`src/rtl/spad_pkg.sv`:
```
// rtl/spad_pkg.sv - shared widths and round-robin pointer helper for the scratchpad arbiter
package spad_pkg;

    localparam int SPAD_ADDR_WIDTH = 8;
    localparam int SPAD_DATA_WIDTH = 32;

    // Explicit wrap so the requester count need not be a power of two.
    function automatic int rr_next(input int ptr, input int n);
        return (ptr >= n - 1) ? 0 : ptr + 1;
    endfunction

endpackage

```
`src/rtl/rr_arb.sv`:
```
// rtl/rr_arb.sv - combinational round-robin arbiter, search starts at ptr and wraps
module rr_arb
    import spad_pkg::*;
#(
    parameter int N  = 2,
    parameter int PW = (N > 1) ? $clog2(N) : 1
) (
    input  logic [N-1:0]  req,
    input  logic [PW-1:0] ptr,
    output logic [N-1:0]  gnt,
    output logic [PW-1:0] gnt_idx,
    output logic          any_gnt
);

    int            idx;
    logic [PW-1:0] idx_w;

    always_comb begin
        gnt     = '0;
        gnt_idx = '0;
        any_gnt = 1'b0;
        idx     = 0;
        idx_w   = '0;
        for (int k = 0; k < N; k++) begin
            idx = int'(ptr) + k;
            if (idx >= N) begin
                idx = idx - N;
            end
            idx_w = PW'(idx);
            if (!any_gnt && req[idx_w]) begin
                any_gnt     = 1'b1;
                gnt[idx_w]  = 1'b1;
                gnt_idx     = idx_w;
            end
        end
    end

endmodule

```
`src/rtl/spad_arb.sv`:
```
// rtl/spad_arb.sv - shares one scratchpad between requesters with independent write and read round-robin grants
module spad_arb
    import spad_pkg::*;
#(
    parameter int NUM_REQ    = 2,
    parameter int ADDR_WIDTH = SPAD_ADDR_WIDTH,
    parameter int DATA_WIDTH = SPAD_DATA_WIDTH
) (
    input  logic                          clk,
    input  logic                          rst_n,
    input  logic [NUM_REQ-1:0]            req_valid,
    input  logic [NUM_REQ-1:0]            req_we,
    input  logic [NUM_REQ*ADDR_WIDTH-1:0] req_addr,
    input  logic [NUM_REQ*DATA_WIDTH-1:0] req_wdata,
    output logic [NUM_REQ-1:0]            req_ready,
    output logic [NUM_REQ-1:0]            resp_valid,
    output logic [DATA_WIDTH-1:0]         resp_data,
    output logic                          spad_wen,
    output logic [ADDR_WIDTH-1:0]         spad_waddr,
    output logic [DATA_WIDTH-1:0]         spad_wdata,
    output logic [ADDR_WIDTH-1:0]         spad_raddr,
    input  logic [DATA_WIDTH-1:0]         spad_rdata
);

    localparam int PW = (NUM_REQ > 1) ? $clog2(NUM_REQ) : 1;

    logic [PW-1:0]         wr_ptr, rd_ptr, wr_idx, rd_idx;
    logic [NUM_REQ-1:0]    wr_req, rd_req, wr_gnt, rd_gnt;
    logic                  wr_any, rd_any;
    logic [ADDR_WIDTH-1:0] addr_arr  [NUM_REQ];
    logic [DATA_WIDTH-1:0] wdata_arr [NUM_REQ];

    for (genvar i = 0; i < NUM_REQ; i++) begin : g_unpack
        assign addr_arr[i]  = req_addr[i*ADDR_WIDTH +: ADDR_WIDTH];
        assign wdata_arr[i] = req_wdata[i*DATA_WIDTH +: DATA_WIDTH];
    end

    // Requests are masked while reset is held so no grant reaches the scratchpad.
    assign wr_req = req_valid &  req_we & {NUM_REQ{rst_n}};
    assign rd_req = req_valid & ~req_we & {NUM_REQ{rst_n}};

    rr_arb #(.N(NUM_REQ), .PW(PW)) u_wr_arb (
        .req     (wr_req),
        .ptr     (wr_ptr),
        .gnt     (wr_gnt),
        .gnt_idx (wr_idx),
        .any_gnt (wr_any)
    );

    rr_arb #(.N(NUM_REQ), .PW(PW)) u_rd_arb (
        .req     (rd_req),
        .ptr     (rd_ptr),
        .gnt     (rd_gnt),
        .gnt_idx (rd_idx),
        .any_gnt (rd_any)
    );

    assign req_ready  = wr_gnt | rd_gnt;
    assign spad_wen   = wr_any;
    assign spad_waddr = wr_any ? addr_arr[wr_idx]  : '0;
    assign spad_wdata = wr_any ? wdata_arr[wr_idx] : '0;
    assign spad_raddr = rd_any ? addr_arr[rd_idx]  : '0;

    always_ff @(posedge clk or negedge rst_n) begin
        if (!rst_n) begin
            wr_ptr     <= '0;
            rd_ptr     <= '0;
            resp_valid <= '0;
            resp_data  <= '0;
        end else begin
            if (wr_any) begin
                wr_ptr <= PW'(rr_next(int'(wr_idx), NUM_REQ));
            end
            if (rd_any) begin
                rd_ptr     <= PW'(rr_next(int'(rd_idx), NUM_REQ));
                resp_data  <= spad_rdata;
                resp_valid <= rd_gnt;
            end else begin
                resp_valid <= '0;
            end
        end
    end

endmodule

```
`config.mk`:
```
export PLATFORM = sky130hd
export DESIGN_NAME = spad_arb
export DESIGN_NICKNAME = d
export VERILOG_FILES = /design/src/rtl/spad_pkg.sv /design/src/rtl/rr_arb.sv /design/src/rtl/spad_arb.sv
export SDC_FILE = /design/constraint.sdc
export NUM_CORES = 1
export LEC_CHECK = 0
export CAP_MARGIN = 20
export CORE_MARGIN = 8
export CORE_UTILIZATION = 27
export CTS_CLUSTER_SIZE = 25
export DETAILED_ROUTE_END_ITERATION = 8
export PLACE_DENSITY = 0.77
export SYNTH_ARGS = -nofsm -noshare
export SYNTH_HDL_FRONTEND = slang
export SYNTH_SLANG_ARGS = --single-unit
```
`constraint.sdc`:
```
create_clock -name clk -period 1.97 [get_ports clk]
set_clock_uncertainty 0.15 [all_clocks]
set_input_delay 0.591 -clock clk [delete_from_list [all_inputs] [get_ports clk]]
set_output_delay 0.591 -clock clk [all_outputs]
set_load 0.05 [all_outputs]
```
; ---- Yosys cells after proc, flatten, opt, wreduce, memory -nomap -nowiden
; Index checks and enable logic that the tools add are counted.
[op_classes]
add_sub_neg = 8
magnitude_cmp = 16
muxes = 47
n_bitwise = 10
n_reduce_logical = 8
[op_table]
columns = op, n
row1 = two-way mux 32 bit, 4
row2 = two-way mux 8 bit, 8
row3 = two-way mux 1 bit, 26
row4 = two-way mux 2 bit, 5
row5 = AND 2 bit, 4
row6 = >= comparator 2 bit (second input constant), 4
row7 = < comparator 1 x 2 -> 1 bit (second input constant), 4
row8 = >= comparator 1 bit (second input constant), 6
row9 = logical AND 1 bit, 6
row10 = OR 2 bit, 3
row11 = adder 1 x 1 -> 2 bit (second input constant), 2
row12 = demux 1 bit (select 1 bit), 4
row13 = >= comparator 1 x 2 -> 1 bit (second input constant), 2
row14 = NOT 1 -> 2 bit, 2
row15 = subtractor 1 bit (second input constant), 4
row16 = adder 1 bit (second input constant), 2
row17 = logical NOT 1 bit, 2
row18 = NOT 2 bit, 1
[word_totals]
reg_bits = 36
output_inout_bits = 85
wordCells = 93

; ---- Depth between registers and ports, before layout
[logic_depth]
depth_word = 14
mapped_depth = 6

; ---- Modules after synthesis
; From an unflattened synthesis, not the netlist that was laid out.
[unflattened]
cells_unflattened = 203
hier_area_um2 = 2467.4
[by_module_without_submodules]
columns = mod, instances, cells_each, area_per_inst_um2, seq_area_each_um2
row1 = spad_arb, 1, 193, 2402.3, 900.9
row2 = rr_arb, 2, 5, 32.5, 0.0

; ---- Least setup slack after synthesis
; OpenSTA, ideal clock, no wires.
[synth_path]
path_kind = input to output
start = input rst_n
end = output spad_waddr[7]
arrival_ps = 2147
t_required_ps = 1229
path_slack_ps = -918
stages = 5
n_path_buf = 2
cell_sequence = buf_2 -> nand3_1 -> a31o_2 -> clkbuf_1 -> a2bb2oi_1
[synth_between]
elab_chain_cells = 12
[synth_lines]
columns = element, line
row1 = "start, declared", spad_arb.sv:10  ; input logic rst_n,
row2 = AND 2 bit (*), spad_arb.sv:39  ; assign wr_req = req_valid & req_we & {NUM_REQ{rst_n}};
row3 = two-way mux 1 bit (implied by the code) (2 in series), rr_arb.sv:30  ; if (!any_gnt && req[idx_w]) begin
row4 = two-way mux 1 bit, rr_arb.sv:30
row5 = logical NOT 1 bit, rr_arb.sv:30
row6 = logical AND 1 bit, rr_arb.sv:30
row7 = two-way mux 1 bit, rr_arb.sv:30
row8 = NOT 1 -> 2 bit (implied by the code), spad_arb.sv:60  ; assign spad_waddr = wr_any ? addr_arr[wr_idx] : '0;
row9 = two-way mux 8 bit (implied by the code) (3 in series), spad_arb.sv:60
row10 = two-way mux 8 bit (*), spad_arb.sv:60
row11 = "end, declared", spad_arb.sv:19  ; output logic [ADDR_WIDTH-1:0] spad_waddr,
; Every way passes the cells marked *; elsewhere a longest branch is shown, timed or not. The select of a mux whose other input is x is not followed.

; ---- Worst setup path after layout
[layout_path]
start = input req_valid[0]
end = output spad_wdata[13]
[layout_between]
elab_chain_cells = 13
[layout_lines]
columns = element, line
row1 = "start, declared", spad_arb.sv:11  ; input logic [NUM_REQ-1:0] req_valid,
row2 = AND 2 bit (*) (2 in series), spad_arb.sv:39
row3 = two-way mux 1 bit (implied by the code) (2 in series), rr_arb.sv:30
row4 = two-way mux 1 bit, rr_arb.sv:30
row5 = logical NOT 1 bit, rr_arb.sv:30
row6 = logical AND 1 bit, rr_arb.sv:30
row7 = two-way mux 1 bit, rr_arb.sv:30
row8 = NOT 1 -> 2 bit (implied by the code), spad_arb.sv:61  ; assign spad_wdata = wr_any ? wdata_arr[wr_idx] : '0;
row9 = two-way mux 32 bit (implied by the code) (3 in series), spad_arb.sv:61
row10 = two-way mux 32 bit (*), spad_arb.sv:61
row11 = "end, declared", spad_arb.sv:20  ; output logic [DATA_WIDTH-1:0] spad_wdata,
; Marks and branches as above.

==> flow_summary.yaml <==
global_route:
  grt_pass1_vias: 2999
  grt_pass1_wl_mm: 19.02
  grt.overflow.total: 0
  grt_max_degree: 35
  grt_antenna_before_repair: 0
  grtUsageTotal: 0.2256
clock_tree:
  worst_skew_pair.late_latency_ps: 280
  htreeDepth: 2
  numCtsBuffers: 5
  cts.path.max_buffers: 2
  cts_hold_buf: 0
  clock_sinks: 36
  cts_root_buf: "clkbuf_8"
  clk_pin_slew_ps: 70
  cts_tree: "done"
worst_setup_path:
  arrival_ps: 1790
  worstPathRequired_ps: 1230
  worst-path-max-fanout: 6
  cp-start-kind: "primary input"
  end_kind: "output pin"
  worstSetupPathType: "primary input to output pin"
route:
  drt_iter0_drc: 77
  routedWlPerCell_um: 23.87
  drtAntennaViolNets: 0
  post-route-drc-count: 0
  vias: 2689
  dr.pass1.iters: 4
  drt-total-wl_mm: 12.75
  vias_per_cell: 5.036
synth:
  synth_nets: 312
  ys_ff_latch: 36
  ys.warnings.count: 0
  synth_cell_types: 24
  syn_inst: 194
  syn-cell-area_um2: 2068
  avgSynthCellArea_um2: 10.66
  ys_seq_area_frac: 0.4356
layout:
  area.growth.synth_to_final_pct: 219.6
  finalNonFillerCells: 534
  final_common_cell: "clkdlybuf4s50_1"
  diodes: 0
  fillCellCount: 306
  nets: 549
  layout-drive-gt1-share: 0.4769
  final_cell_mix: "clkdlybuf4s50_1, buf_12, nand2_1, a2bb2oi_4, dfrtp_1"
floorplan:
  ios: 203
  start_util: 0.2733
  rows: 32
  die_y_um: 103.5
  die-area_um2: 10720
  dieWidth_um: 103.5
  core_area_um2: 7567
sta:
  rsz0062_at_grt: "true"
  setup_viol: 51
  fmax_mhz: 394.7
  maxSlewHeadroom: 0.7134
  period_needed_ps: 2533
  finalWorstSetupSlack_ps: -563.3
  fin_crit_sh: 1.286
  finalHoldViolCount: 0
  worst_slew_pin_slew_ps: 429.8
  slew_violations: 0
status:
  status: "finished with violations"
  violations: "setup timing"
placement:
  port_buffers: 202
  dp_cells: 505
  gp_congestion: 0.7626
  hpwl_mm: 8.919
worst_hold_path:
  hold_path_class: "primary input to async pin"
pwr:
  leakagePower_uw: 0.002582
  ir_drop_v: 0.0006242
  cellPowerDensity_nw_per_um2: 576.2
  p_total_uw: 3808
flow_run:
  drv_cap: 0
==> path summary, 6_finish.rpt <==
check	startpoint	to	slack, ps	cells past startpoint
setup / recovery	req_valid[0]	spad_wdata[13]	-560	8
hold / removal	rst_n	wr_ptr	120	2
setup reg to reg	rd_ptr	resp_valid[1]	740	2
hold reg to reg	resp_data[16]	resp_data[16]	410	1
max in group asynchronous	rst_n	resp_data[25]	1120	2
min in group clk	resp_data[16]	resp_data[16]	410	1
==> power breakdown <==
group          total (µW)  switching [µW]  leakage (µW)  internal [µW]
Sequential           1010             138      0.000426            869
Combinational        2280            1060       0.00211           1220
Clock                 518             272     0.0000479            246
==> kinds of logic (layout without fill, tap and decap cells) <==
group                  after synthesis  in the layout  synth area share
AOI/OAI and AO/OA                   57             58            0.2377
and+or+nand+nor                     49             49           0.09922
buffers and inverters               20            257           0.05324
muxes                               32             32            0.1742
DFF                                 36             36            0.4356
==> what timing repair did <==
| action | CTS | global route |
|---|---|---|
| pin swaps | 19 | 17 |
| gates cloned | 8 | 4 |
| buffers inserted | 8 | 6 |
| resized for setup | 51 | 17 |
| endpoints found under the setup margin | 83 | 51 |
==> final cells by class <==
type,count,area [µm²],share of cell area
clock buffer,5,68.82,0.01041
clock inverter,3,18.77,0.002839
inverter,2,7.507,0.001136
multi-input combinational,139,1921,0.2906
sequential,36,900.9,0.1363
tap,102,127.6,0.01931
timing repair buffer,247,3566,0.5395
==> layer usage <==
layer,share of wire,vias up,GRT usage
met1,0.35,1303,0.2183
met5,0,-,0
met3,0.090,27,0.08550
li1,-,1204,-
met4,0.030,0,0.07975
met2,0.53,155,0.4235
==> registers in the layout, summed over array words and instances, names as in the netlist <==
| signal | flops |
|---|---|
| rd_ptr | 1 |
| resp_data | 32 |
| resp_valid | 2 |
| wr_ptr | 1 |
==> worst max-delay path, cell delays in order <==
cell and delay (ps):
buf_8 100, buf_6 110, a31oi_4 220, buf_12 150
buf_12 120, buf_16 140, a2bb2oi_4 190, buf_12 150
==> metrics by stage <==
stage | TNS [ps] | utilization | hold WS, ps | instance area (µm²) | setup slack (ps)
finish | -23870 | 0.8735 | 118.3 | 6610 | -563.3
global route | -24990 | 0.8735 | 105.8 | 6610 | -585.2
CTS | -23840 | 0.8651 | 85.26 | 6546 | -516.7
floorplan | -17280 | - | 145.4 | 3045 | -393.0
global placement | -61850 | 0.7981 | 390.0 | 6040 | -956.7
detailed placement | -63930 | 0.7981 | 396.4 | 6040 | -984.1
==> synth_stat cells, drive strengths merged <==
| cell type | n | share of area |
|---|---|---|
| a2bb2oi | 40 | 0.17 |
| buf | 13 | 0.041 |
| nand3 | 2 | 0.0048 |
| mux2 | 32 | 0.17 |
| inv | 2 | 0.0036 |
| a22o | 8 | 0.034 |
| nand2 | 41 | 0.074 |
| dfrtp | 36 | 0.44 |
| a31oi | 3 | 0.012 |
| a31o | 1 | 0.0042 |
| o311a | 1 | 0.0048 |
| and3 | 1 | 0.0030 |
| clkbuf | 5 | 0.0091 |
| or2 | 2 | 0.0061 |
| nand3b | 1 | 0.0036 |
| a21oi | 2 | 0.0067 |
| o21ai | 2 | 0.0067 |
| nor2b | 2 | 0.0073 |
Note: power is estimated with default switching activity, not from simulation.
